### config.mk
export PLATFORM = sky130hd
export DESIGN_NAME = ifc_initiator
export DESIGN_NICKNAME = d
export VERILOG_FILES = /design/src/rtl/ifc_pkg.sv /design/src/rtl/ifc_poll_timer.sv /design/src/rtl/ifc_initiator.sv
export SDC_FILE = /design/constraint.sdc
export NUM_CORES = 1
export LEC_CHECK = 0
export ABC_AREA = 1
export CAP_MARGIN = 0
export CORE_AREA = 2 2 80 82
export DETAILED_ROUTE_END_ITERATION = 6
export DIE_AREA = 0 0 82 84
export PLACE_DENSITY = 0.53
export SYNTH_ARGS = -nofsm -noshare
export SYNTH_HDL_FRONTEND = slang
export SYNTH_SLANG_ARGS = --single-unit
### constraint.sdc
create_clock -name CLK -period 2.7 [get_ports CLK]
set_input_delay 0.405 -clock CLK [delete_from_list [all_inputs] [get_ports CLK]]
set_output_delay 0.405 -clock CLK [all_outputs]
set_load 0.05 [all_outputs]
### src/rtl/ifc_pkg.sv
// Shared definitions for the OR-unit register-interface initiator:
// bus address map, FSM state encoding and a small state classifier.
package ifc_pkg;

  localparam logic [2:0] ADDR_A_STS  = 3'd0;
  localparam logic [2:0] ADDR_B_STS  = 3'd1;
  localparam logic [2:0] ADDR_Y_STS  = 3'd2;
  localparam logic [2:0] ADDR_Y_DATA = 3'd3;
  localparam logic [2:0] ADDR_A_DATA = 3'd4;
  localparam logic [2:0] ADDR_B_DATA = 3'd5;

  typedef enum logic [2:0] {
    IDLE   = 3'd0,
    POLL_A = 3'd1,
    WR_A   = 3'd2,
    POLL_B = 3'd3,
    WR_B   = 3'd4,
    POLL_Y = 3'd5,
    RD_Y   = 3'd6,
    RSP    = 3'd7
  } ifc_init_state_t;

  function automatic logic is_poll(input ifc_init_state_t s);
    return (s == POLL_A) || (s == POLL_B) || (s == POLL_Y);
  endfunction

endpackage

### src/rtl/ifc_poll_timer.sv
// Counts unsuccessful status polls and flags the poll that reaches POLL_TIMEOUT.
// A POLL_TIMEOUT of 0 disables both counting and expiry.
module ifc_poll_timer #(
  parameter int POLL_TIMEOUT = 64
) (
  input  logic CLK,
  input  logic RST,
  input  logic i_clear,
  input  logic i_inc,
  output logic o_expire
);

  localparam bit              ENABLED  = (POLL_TIMEOUT != 0);
  localparam int              CW       = (POLL_TIMEOUT > 1) ? $clog2(POLL_TIMEOUT + 1) : 1;
  localparam int              LAST     = (POLL_TIMEOUT > 0) ? POLL_TIMEOUT - 1 : 0;
  localparam logic [CW-1:0]   LAST_CNT = CW'(LAST);

  logic [CW-1:0] r_cnt;

  // NOTE: sequential state uses non-blocking assignments so every flop samples pre-edge values.
  always_ff @(posedge CLK or posedge RST) begin
    if (RST) begin
      r_cnt <= '0;
    end else if (i_clear) begin
      r_cnt <= '0;
    end else if (i_inc && ENABLED) begin
      r_cnt <= r_cnt + CW'(1);
    end
  end

  // Expiry fires on the zero poll that would bring the count up to POLL_TIMEOUT.
  assign o_expire = ENABLED && i_inc && (r_cnt == LAST_CNT);

endmodule

### src/rtl/ifc_initiator.sv
// Requester-side bus initiator: writes operands A/B after polling FIFO status,
// polls Y status, reads Y and returns it on a valid/ready response channel.
module ifc_initiator
  import ifc_pkg::*;
#(
  parameter int POLL_TIMEOUT = 64,
  parameter int CNT_W        = 16
) (
  input  logic             CLK,
  input  logic             RST,
  input  logic             cmd_valid,
  output logic             cmd_ready,
  input  logic             cmd_a,
  input  logic             cmd_b,
  output logic             rsp_valid,
  input  logic             rsp_ready,
  output logic             rsp_y,
  output logic [2:0]       write_address,
  output logic             write_data,
  output logic             write_en,
  input  logic             write_rdy,
  output logic [2:0]       read_address,
  output logic             read_en,
  input  logic             read_data,
  input  logic             read_rdy,
  output logic             timeout_err,
  output logic [CNT_W-1:0] txn_count
);

  ifc_init_state_t  r_state;
  ifc_init_state_t  w_next;
  logic             r_a;
  logic             r_b;
  logic             r_rsp_y;
  logic             r_timeout_err;
  logic [CNT_W-1:0] r_txn_count;

  logic w_in_poll;
  logic w_in_write;
  logic w_accept;
  logic w_poll_zero;
  logic w_poll_clear;
  logic w_expire;
  logic w_rsp_done;

  assign w_in_poll  = is_poll(r_state);
  assign w_in_write = (r_state == WR_A) || (r_state == WR_B);

  // cmd_ready drops combinationally with RST even though the state is already IDLE.
  assign cmd_ready  = (r_state == IDLE) && !RST;
  assign w_accept   = cmd_valid && cmd_ready;

  assign write_en   = w_in_write && write_rdy;
  assign read_en    = (w_in_poll || (r_state == RD_Y)) && read_rdy;

  assign write_address = (r_state == WR_A) ? ADDR_A_DATA :
                         (r_state == WR_B) ? ADDR_B_DATA : 3'd0;
  assign write_data    = (r_state == WR_A) ? r_a :
                         (r_state == WR_B) ? r_b : 1'b0;

  always_comb begin
    read_address = 3'd0;
    case (r_state)
      POLL_A:  read_address = ADDR_A_STS;
      POLL_B:  read_address = ADDR_B_STS;
      POLL_Y:  read_address = ADDR_Y_STS;
      RD_Y:    read_address = ADDR_Y_DATA;
      default: read_address = 3'd0;
    endcase
  end

  assign w_poll_zero  = read_en && w_in_poll && !read_data;
  assign w_poll_clear = is_poll(w_next) && (w_next != r_state);
  assign w_rsp_done   = (r_state == RSP) && rsp_ready;

  ifc_poll_timer #(
    .POLL_TIMEOUT (POLL_TIMEOUT)
  ) u_poll_timer (
    .CLK      (CLK),
    .RST      (RST),
    .i_clear  (w_poll_clear),
    .i_inc    (w_poll_zero),
    .o_expire (w_expire)
  );

  // NOTE: next-state defaults to the current state first so no path leaves w_next unassigned (no latch).
  always_comb begin
    w_next = r_state;
    case (r_state)
      IDLE:   if (w_accept) w_next = POLL_A;
      POLL_A: if (read_en) w_next = read_data ? WR_A : (w_expire ? IDLE : POLL_A);
      WR_A:   if (write_en) w_next = POLL_B;
      POLL_B: if (read_en) w_next = read_data ? WR_B : (w_expire ? IDLE : POLL_B);
      WR_B:   if (write_en) w_next = POLL_Y;
      POLL_Y: if (read_en) w_next = read_data ? RD_Y : (w_expire ? IDLE : POLL_Y);
      RD_Y:   if (read_en) w_next = RSP;
      RSP:    if (rsp_ready) w_next = IDLE;
      default: w_next = IDLE;
    endcase
  end

  always_ff @(posedge CLK or posedge RST) begin
    if (RST) begin
      r_state       <= IDLE;
      r_a           <= 1'b0;
      r_b           <= 1'b0;
      r_rsp_y       <= 1'b0;
      r_timeout_err <= 1'b0;
      r_txn_count   <= '0;
    end else begin
      r_state <= w_next;
      if (w_accept) begin
        r_a <= cmd_a;
        r_b <= cmd_b;
      end
      if ((r_state == RD_Y) && read_en) r_rsp_y <= read_data;
      if (w_expire) r_timeout_err <= 1'b1;
      if (w_rsp_done) r_txn_count <= r_txn_count + CNT_W'(1);
    end
  end

  assign rsp_valid   = (r_state == RSP);
  assign rsp_y       = r_rsp_y;
  assign timeout_err = r_timeout_err;
  assign txn_count   = r_txn_count;

endmodule

== Word level (Yosys, flattened, before mapping) ==
Index checks and enable logic that the tools add are counted.
Word-level totals
  register bits: 30
  logic and storage cells: 63
Cells by class
  add/sub/neg operators: 2
  equality and inequality tests: 12
  muxes and demuxes: 22
  reductions and logical operators: 20
Operators with widths (count)
  $mux 3: 13
  $pmux 3 s8: 1
  $add 16x1->16 const B: 1
  $eq 3x3->1 const B: 5
  $mux 7: 2
  $logic_and 1x1->1: 10
  $eq 3x2->1 const B: 3
  $add 7x1->7 const B: 1
  $eq 7x6->1 const B: 1
  $eq 3x1->1 const B: 2
  $logic_or 1x1->1: 6
  $pmux 2 s3: 1
  $mux 2: 2
  $logic_not 3->1: 1
  $mux 1: 3
  $ne 3x3->1: 1
  $logic_not 1->1: 2
  $reduce_bool 2->1: 1

== Depth between registers and ports, before layout ==
  depth in word-level cells: 17
  depth in mapped cells: 12

== By module ==
Synthesis repeated with hierarchy kept, for this count alone.
Second synthesis, totals
  cell total of the unflattened synthesis: 229
  area total of the unflattened synthesis: 1774.2 µm²
By module, submodules not included
  ifc_initiator: times used 1, cells each 179, area an instance 1385.1 µm², seq. area each 575.6 µm²
  ifc_poll_timer: times used 1, cells each 50, area an instance 389.1 µm², seq. area each 175.2 µm²

== Worst setup path after synthesis ==
No wires, ideal clock.
  path type: register to output
  start point: reg r_state[0]
  end point: out write_data
  data arrival time: 2.314 ns
  required time: 2.295 ns
  slack: -0.019 ns
  stages on the path, launching flop included: 6
  buffers on the path: 0
  path through: dfrtp_1 -> inv_2 -> nand2_1 -> nor2_1 -> inv_1 -> o22ai_1
Between the ends
  longest elaborated chain between the ends: 3
RTL lines
  start, declared: line ifc_initiator.sv:30  | ifc_init_state_t r_state;
  start signal, assigned: line ifc_initiator.sv:111  | r_state <= w_next;
  $eq 3x3->1: line ifc_initiator.sv:59  | (r_state == WR_B) ? r_b : 1'b0;
  $mux 1: line ifc_initiator.sv:59
  $mux 1 (*): line ifc_initiator.sv:58  | assign write_data = (r_state == WR_A) ? r_a :
  end, declared: line ifc_initiator.sv:19  | output logic write_data,
Mark *: on every way between the ends. The rest lies on a longest branch, timed or not.

== Final worst setup path ==
  start point: reg r_state[0]
  end point: out write_address[2]
Between the ends
  longest elaborated chain between the ends: 3
RTL lines
  $eq 3x3->1: line ifc_initiator.sv:57  | (r_state == WR_B) ? ADDR_B_DATA : 3'd0;
  $mux 3: line ifc_initiator.sv:57
  $mux 3 (*): line ifc_initiator.sv:56  | assign write_address = (r_state == WR_A) ? ADDR_A_DATA :
  end, declared: line ifc_initiator.sv:18  | output logic [2:0] write_address,
Marks and branches as above.

==> results.toml <==
[grt]
grt_pass1_wl_mm = 5.80
antenna_found_initial = 0
grt_pass1_vias = 1314
grt_usage = 0.108
grt_overflow_total = 0
grt_max_degree = 28

[logic_synthesis]
ys_ff_latch = 30
ys_types = 29
synth_edf_count = 0
async_flop_share = 1.00
synth.avg_cell_area_um2 = 8.70
ys.flop_type = "dfrtp_1"
netlist.area_leader.share = 0.464
synth.top_cells.by_count = "31 x nand2_1, 30 x dfrtp_1, 25 x inv_1"
ys_seq_area_frac = 0.464
yosysTopAreaCell = "dfrtp_1"
synth.most_common_cell = "nand2_1"
synth_warnings = 0
synthCells = 186
syn-cell-area_um2 = 1620
synth.area.top_cells = "dfrtp_1 46%, nand2_1 7.2%, xor2_1 7.0%"

[clocking]
clk_pin_slew_ps = 70
worstSkewPairLatency_ps = 280
cts_buffers = 5
cts_tree = "yes"
root_buffer = "clkbuf_8"
htreeDepth = 2
cts_setup_buffers = 0
clock_sinks = 30
clock_path_buffers = 2

[routing]
drtAntennaViolNets = 0
wl_met3_um = 178
first_iter_violations = 46
drc = 0
maxUsedRoutingLayer = "met4"
met1_length_mm = 1.56
finalWirelength_mm = 3.30
met2WireLength_mm = 1.53
dr.pass1.iters = 4
vias = 1302
wl_per_cell_um = 10.8
drt-vias-per-instance = 4.25

[power_and_ir_drop]
irDropWorstVdd_uv = 395
totalPowerFinal_mw = 1.91
leakage_nw = 1.09
powerDensity_nw_per_um2 = 886

[timing]
min_period_ps = 2520
finClkSkew_ps = 6.17
post-route-period-util = 0.932
setup_viol = 0
tightest_slew_ps = 505
slew_headroom = 0.663
max_freq_mhz = 397
slew_viol_final = 0
rsz0062_at_grt = "no"
hold_violations = 0
setup_tns_ps = 0

[die]
die_w_um = 82
die_area_um2 = 6890
rows = 29
die_h_um = 84
io_pins = 38
start_util = 0.265
coreArea_um2 = 6100

[critical_path]
cp_max_fo = 9
cp.required_ps = 2300
critical_path_class = "register to output pin"
r2r_slack_ps = 670
crit_path_end_kind = "output pin"
r2r_cells = 10
rr_endpoint = "u_poll_timer.r_cnt[4]"
critPathArrivalTime_ps = 2110
reg2reg_from = "r_state[2]"
crit_path_start_kind = "register"
crit_end = "write_address[2]"
cp-startpoint = "r_state[0]"

[cells_and_area]
area_delta_synth_final_pct = 33.4
final_area_um2 = 2160
fin_cells = 306
fin_nets = 239
antenna_cells = 0
fill_cells = 661
drive_gt1_frac = 0.131

[job]
cap_violations = 0

[place]
placedCellCount = 298
port_buffers = 35
hpwl_mm = 2.54
placed_area_um2 = 2060
finalWeightedCongestion = 0.891

[worst_hold_path]
hold_class = "input pin to asynchronous set/reset pin"

[run_status]
outcome = "finished clean"
==> cell families after synthesis <==
kind of cell,share of synthesized area
mux,0.00619
compound gates,0.0603
xor+xnor,0.113
flops,0.464
simple gates,0.269
fa+ha+maj,0.0155
other cells,0.00232
buf+inv,0.0696
==> power by group <==
part	internal [mW]	leakage [nW]	switching (mW)	total, mW
registers	0.524	0.391	0.0682	0.592
logic	0.287	0.655	0.664	0.952
clock network	0.205	0.0482	0.164	0.369
total	1.02	1.09	0.896	1.91
==> layout make-up <==
| cell class | instances | area (µm²) | area share |
|---|---|---|---|
| Timing Repair Buffer | 36 | 358 | 0.166 |
| Clock buffer | 7 | 86.3 | 0.0400 |
| Inverter | 26 | 97.6 | 0.0452 |
| Clock inverter | 1 | 5.00 | 0.00232 |
| Multi-Input combinational cell | 129 | 764 | 0.354 |
| Tap cell | 77 | 96.3 | 0.0446 |
| Sequential cell | 30 | 751 | 0.348 |
==> flip-flops by register name, indices dropped and copies added, names as in the netlist <==
register	count
rsp_y	1
r_a	1
timeout_err	1
r_state	3
u_poll_timer.r_cnt	7
r_b	1
txn_count	16
==> worst max-delay path, cell delays in order, from the launching register on <==
cell	delay (ps)
dfrtp_1	430
inv_2	180
nand2_1	90
nor2_1	180
nor2_1	100
inv_1	60
clkdlybuf4s50_1	790
==> worst min-delay path by stage <==
stage	start	end	depth (start not counted)
after global placement	timeout_err	timeout_err	1
final	RST	r_b	2
after global routing	RST	r_b	2
after floorplan	r_b	r_b	2
after detailed placement	timeout_err	timeout_err	1
after CTS	RST	r_b	2
==> repair_timing <==
item                                    in CTS  in global routing
hold buffers                                 0                  0
resized for setup                            0                  2
endpoints found under the setup margin       0                  2
==> stage by stage <==
stage,setup WS (ps),hold WS [ps],utilization
finish,184,328,0.354
global placement,434,460,0.338
global route,42.4,345,0.354
CTS,44.9,323,0.353
floorplan,20.8,491,-
detailed placement,356,466,0.338
==> per-layer routing <==
layer  GRT usage  up-vias
li1            -      667
met1       0.141      596
met2       0.168       35
met3      0.0335        4
met4      0.0333        0
met5           0        -
==> layout by cell type (no fill, tap or decap), drive strengths merged, types with 2 or more instances in the layout <==
cell type and instances:
nand2 36, dlymetal6s2s 2, xor2 13, buf 3, xnor2 7, nor3 3
nand4 3, o22ai 2, a21oi 11, o21ai 3, inv 26, clkdlybuf4s50 31
nor2 28, dfrtp 30, clkbuf 7, nand3 13, ha 2, conb 2
Note: power is estimated with default switching activity, not from simulation.
